--- src/rtl/acumulador_pkg.sv ---
// Shared constants for the result accumulator: FSM state encodings and the
// width of the word produced by the upstream 2-bit adder.
package acumulador_pkg;

  localparam int unsigned RESULTADO_W = 3;

  localparam logic [1:0] OCIOSO     = 2'd0;
  localparam logic [1:0] ACUMULANDO = 2'd1;
  localparam logic [1:0] PRONTO     = 2'd2;

endpackage

--- src/rtl/acumulador_resultado_if.sv ---
// Handshake/result bundle between the adder-side producer, the total consumer
// and acumulador_resultado. The master modport is the producer/consumer side.
interface acumulador_resultado_if #(
  parameter int unsigned LARGURA = 6
);
  logic [acumulador_pkg::RESULTADO_W-1:0] resultado;
  logic                                   entrada_valida;
  logic                                   entrada_pronta;
  logic                                   leitura;
  logic [LARGURA-1:0]                     soma_total;
  logic                                   total_valido;
  logic [3:0]                             contagem;
  logic                                   estouro;

  modport master (
    output resultado, entrada_valida, leitura,
    input  entrada_pronta, soma_total, total_valido, contagem, estouro
  );

  modport slave (
    input  resultado, entrada_valida, leitura,
    output entrada_pronta, soma_total, total_valido, contagem, estouro
  );
endinterface

--- src/rtl/acumulador_resultado.sv ---
// Accumulates N_AMOSTRAS adder results into one total with a sticky overflow flag.
// Define ACUMULADOR_SATURACAO_EN to clamp on overflow instead of wrapping.
module acumulador_resultado
  import acumulador_pkg::*;
#(
  parameter int unsigned LARGURA    = 6,
  parameter int unsigned N_AMOSTRAS = 4
) (
  input  logic                   clk,
  input  logic                   rst,
  acumulador_resultado_if.slave  bus_io
);

  localparam logic [3:0] ContagemFinal = 4'(N_AMOSTRAS);

  logic [1:0]         estado_q, estado_d;
  logic [LARGURA-1:0] soma_q, soma_d;
  logic [3:0]         contagem_q, contagem_d;
  logic               estouro_q, estouro_d;
  logic               transferencia;
  logic [LARGURA:0]   soma_ext;

  assign transferencia = bus_io.entrada_valida && (estado_q != PRONTO);
  // One extra bit exposes the carry out of the accumulator for overflow detection.
  assign soma_ext      = {1'b0, soma_q} + (LARGURA+1)'(bus_io.resultado);

  always_comb begin
    estado_d   = estado_q;
    soma_d     = soma_q;
    contagem_d = contagem_q;
    estouro_d  = estouro_q;
    case (estado_q)
      OCIOSO, ACUMULANDO: begin
        if (transferencia) begin
          contagem_d = contagem_q + 4'd1;
          estouro_d  = estouro_q | soma_ext[LARGURA];
`ifdef ACUMULADOR_SATURACAO_EN
          soma_d     = soma_ext[LARGURA] ? '1 : soma_ext[LARGURA-1:0];
`else
          soma_d     = soma_ext[LARGURA-1:0];
`endif
          estado_d   = (contagem_d == ContagemFinal) ? PRONTO : ACUMULANDO;
        end
      end
      PRONTO: begin
        if (bus_io.leitura) begin
          soma_d     = '0;
          contagem_d = '0;
          estouro_d  = 1'b0;
          estado_d   = OCIOSO;
        end
      end
      default: begin
        estado_d = OCIOSO;
      end
    endcase
  end

  always_ff @(posedge clk or posedge rst) begin
    if (rst) begin
      estado_q   <= OCIOSO;
      soma_q     <= '0;
      contagem_q <= '0;
      estouro_q  <= 1'b0;
    end else begin
      estado_q   <= estado_d;
      soma_q     <= soma_d;
      contagem_q <= contagem_d;
      estouro_q  <= estouro_d;
    end
  end

  assign bus_io.entrada_pronta = (estado_q != PRONTO);
  assign bus_io.total_valido   = (estado_q == PRONTO);
  assign bus_io.soma_total     = soma_q;
  assign bus_io.contagem       = contagem_q;
  assign bus_io.estouro        = estouro_q;

endmodule

--- src/flat_wrapper.sv ---
// flat-port wrapper written by rule: the top's interface ports become plain ports
module acumulador_resultado_flat import acumulador_pkg::*;
#(
  parameter int unsigned LARGURA    = 6,
  parameter int unsigned N_AMOSTRAS = 4
)
  (clk, rst, bus_io_resultado, bus_io_entrada_valida, bus_io_leitura, bus_io_entrada_pronta, bus_io_soma_total, bus_io_total_valido, bus_io_contagem, bus_io_estouro);
  acumulador_resultado_if #(.LARGURA(LARGURA)) bus_io_i ();
  input  logic clk;
  input  logic rst;
  input wire logic [$bits(bus_io_i.resultado)-1:0] bus_io_resultado;
  input wire logic [$bits(bus_io_i.entrada_valida)-1:0] bus_io_entrada_valida;
  input wire logic [$bits(bus_io_i.leitura)-1:0] bus_io_leitura;
  output wire logic [$bits(bus_io_i.entrada_pronta)-1:0] bus_io_entrada_pronta;
  output wire logic [$bits(bus_io_i.soma_total)-1:0] bus_io_soma_total;
  output wire logic [$bits(bus_io_i.total_valido)-1:0] bus_io_total_valido;
  output wire logic [$bits(bus_io_i.contagem)-1:0] bus_io_contagem;
  output wire logic [$bits(bus_io_i.estouro)-1:0] bus_io_estouro;
  assign bus_io_i.resultado = bus_io_resultado;
  assign bus_io_i.entrada_valida = bus_io_entrada_valida;
  assign bus_io_i.leitura = bus_io_leitura;
  assign bus_io_entrada_pronta = bus_io_i.entrada_pronta;
  assign bus_io_soma_total = bus_io_i.soma_total;
  assign bus_io_total_valido = bus_io_i.total_valido;
  assign bus_io_contagem = bus_io_i.contagem;
  assign bus_io_estouro = bus_io_i.estouro;
  acumulador_resultado #(.LARGURA(LARGURA), .N_AMOSTRAS(N_AMOSTRAS)) u_core (.clk(clk), .rst(rst), .bus_io(bus_io_i));
endmodule
--- config.mk ---
export PLATFORM = sky130hd
export DESIGN_NAME = acumulador_resultado_flat
export DESIGN_NICKNAME = d
export VERILOG_FILES = /design/src/rtl/acumulador_pkg.sv /design/src/rtl/acumulador_resultado_if.sv /design/src/rtl/acumulador_resultado.sv /design/src/flat_wrapper.sv
export SDC_FILE = /design/constraint.sdc
export NUM_CORES = 1
export LEC_CHECK = 0
export CAP_MARGIN = 20
export CORE_UTILIZATION = 49
export CTS_CLUSTER_DIAMETER = 30
export DETAILED_ROUTE_END_ITERATION = 12
export GPL_ROUTABILITY_DRIVEN = 0
export PLACE_DENSITY = 0.88
export SLEW_MARGIN = 20
export SYNTH_ARGS = -nofsm -noshare
export SYNTH_HDL_FRONTEND = slang
export SYNTH_SLANG_ARGS = --single-unit
export TNS_END_PERCENT = 50
--- constraint.sdc ---
create_clock -name clk -period 4.79 [get_ports clk]
set_clock_uncertainty 0.05 [all_clocks]
set_input_delay 0.479 -clock clk [delete_from_list [all_inputs] [get_ports clk]]
set_output_delay 0.479 -clock clk [all_outputs]
set_load 0.01 [all_outputs]
==> results.cfg <==
[min_path]
holdCritStartpoint = u_core.estado_q[1]
hp-class = reg2reg
hold_path_end = u_core.estado_q[0]
min_path_cells = 1

[logic_synthesis]
yosys-top-cells-area = dfrtp_1 (45%), ha_1 (8.6%), o21ai_0 (6.2%)
syn_nets = 87
synth_top_family_by_area = simple AND/OR/NAND/NOR gates
synth_top_cell_by_area = dfrtp_1
synth_simple_gate_area_share_pct = 21.8
synthMuxAreaShare_pct = 1.55
ys_ff_latch = 13
synth_edf_count = 0
synth_compound_area_share_pct = 14.8
synth-async-reset-ratio_pct = 100
synth_fa_ha_area_share_pct = 11.3
synthDistinctLibCells = 29
yosysSeqAreaShare_pct = 44.7
synth_cells = 74
synth_most_common_cell = dfrtp_1
synth_flop_cell = dfrtp_1
synthXorXnorAreaFrac_pct = 3.61
synth_area_um2 = 728
yosys.area.top_type_share_pct = 44.7
avgSynthCellArea_um2 = 9.84
yosys-top-cells-count = dfrtp_1 (13), nand2_1 (9), nor2_1 (9), o21ai_0 (9), ha_1 (5)
yosys_warnings = 0

[worst_setup_path]
r2r-start = u_core.bus_io.soma_total[0]
path_class = reg2out
cp-start-kind = flop
worstPathMaxFanout = 5
rr_endpoint = u_core.bus_io.estouro
ff2ff_setup_slack_ns = 3.08
arrival_ns = 1.47
worstSetupStartpoint = u_core.estado_q[1]
worst-r2r-cell-count = 6
endpoint_kind = output pin
cp.required_ns = 4.26

[die]
initial_core_util_pct = 54.6
core_area_um2 = 1330
ios = 20
dieArea_um2 = 1640
fp.dieH_um = 40.6
die_w_um = 40.6
rows = 13

[sta]
fmax_mhz = 501
final-hold-violation-count = 0
finalSetupViolCount = 0
max_slew_margin_pct = 64.6
period_share_pct = 41.6
fin_crit_ns = 1.99
tns_ns = 0
final_max_slew_viol_count = 0
tightestPinTransition_ns = 0.531
rsz0062_at_grt = no
hold_slack_ns = 0.450

[global_routing]
antenna_found_initial = 0
grt_pass1_vias = 567
grt_max_degree = 14
overflow = 0
grt_first_pass_wirelength_um = 2500
track_usage_pct = 23.7

[final_layout]
areaGrowthSynthToFinish_pct = 31.1
antenna_cells = 0
nFillCells = 109
drive_gt1_share_pct = 10.5
finish.net_count = 109

[cts]
h-tree-depth = 1
hold_buffers = 0
clock_sinks = 13
cts_root_buffer = clkbuf_4
cts_made_buffers = 3
cts_tree = done
post_cts_resized = 0
path_clk_slew_ns = 0.08
post_cts_buffers = 0
clockBufferDepth = 2
insertion_delay_ns = 0.28

[outcome]
outcome = finished, final reports clean

[job]
cap_violations = 0

[route]
drcViolationCount = 0
drt_iter0_markers = 14
vias = 605
wl_um = 1550
drtAntennaViolNets = 0
first_pass_iters = 4
viasPerCell = 5.50
wire_per_inst_um = 14.1

[power_and_ir_drop]
p_per_area_nw_per_um2 = 555
p_total_w = 0.000530
ir_drop_mv = 0.324
p_leak_nw = 0.409

[placed_design]
dp_hpwl_um = 1170
port_buffers = 19
## state kept, by name, summed over array words and instances, names as in the netlist
name                      cells
u_core.bus_io.contagem        4
u_core.bus_io.estouro         1
u_core.bus_io.soma_total      6
u_core.estado_q               2
## layer usage
layer / vias to the layer above / part of all wire (%) / track usage [%]
met5: - / 0 / 0
met4: 0 / 0.77 / 3.33
met3: 2 / 5.0 / 8.33
met2: 16 / 45 / 34.9
met1: 288 / 49 / 34.0
li1: 299 / - / -
## layout make-up
| type | count | area, um2 | area share, % |
|---|---|---|---|
| Sequential cell | 13 | 325 | 34.1 |
| Multi-Input combinational cell | 57 | 387 | 40.5 |
| Timing Repair Buffer | 19 | 190 | 19.9 |
| Tap cell | 15 | 18.8 | 1.97 |
| Inverter | 2 | 7.51 | 0.786 |
| Clock buffer | 4 | 26.3 | 2.75 |
## where the power goes
group / internal [W] / total (W) / switching, W / leakage (nW)
Combinational: 0.000143 / 0.000254 / 0.000112 / 0.234
Sequential: 0.000155 / 0.000206 / 0.0000516 / 0.160
Clock: 0.0000324 / 0.0000695 / 0.0000372 / 0.0150
## worst max-delay path: stages (launching register included)
cell and delay, ns:
dfrtp_1 0.41, nor2b_1 0.21, clkdlybuf4s50_1 0.56
## placed cells by master, fill, tap and decap left out, drive strengths merged, types with 2 or more instances in the layout
cell	count
clkbuf	4
ha	5
clkdlybuf4s50	19
o21ai	10
xnor2	3
inv	2
dfrtp	13
nor2b	2
nand3	3
nor2	9
nand2b	2
nand2	9
## cell families (layout without fill, tap and decap cells)
group	count (synthesis)	count (layout)
AO/OA/AOI/OAI	17	17
AND/OR/NAND/NOR	30	30
multiplexers	1	1
flip-flops	13	13
buffers and inverters	4	25
XOR/XNOR	3	3
adder cells (fa/ha/maj)	6	6
## how the worst max path moves through the flow
| stage | to | cells after the start |
|---|---|---|
| after floorplan | u_core.bus_io.estouro | 6 |
| after global placement | u_core.bus_io.soma_total[5] | 6 |
| after detailed placement | u_core.bus_io.estouro | 7 |
| after CTS | bus_io_total_valido | 2 |
| after global routing | bus_io_entrada_pronta | 3 |
| final | bus_io_total_valido | 2 |
## stage by stage
step                      util, %  instance area (um2)  setup slack [ns]  std cells
after floorplan                 -                  728              3.14         74
after global placement       69.6                  928              2.64        106
after detailed placement     69.6                  928              2.61        106
after CTS                    71.6                  955              2.79        110
after global routing         71.6                  955              2.71        110
final                        71.6                  955              2.80        110
(Power assumes the default switching activity.)
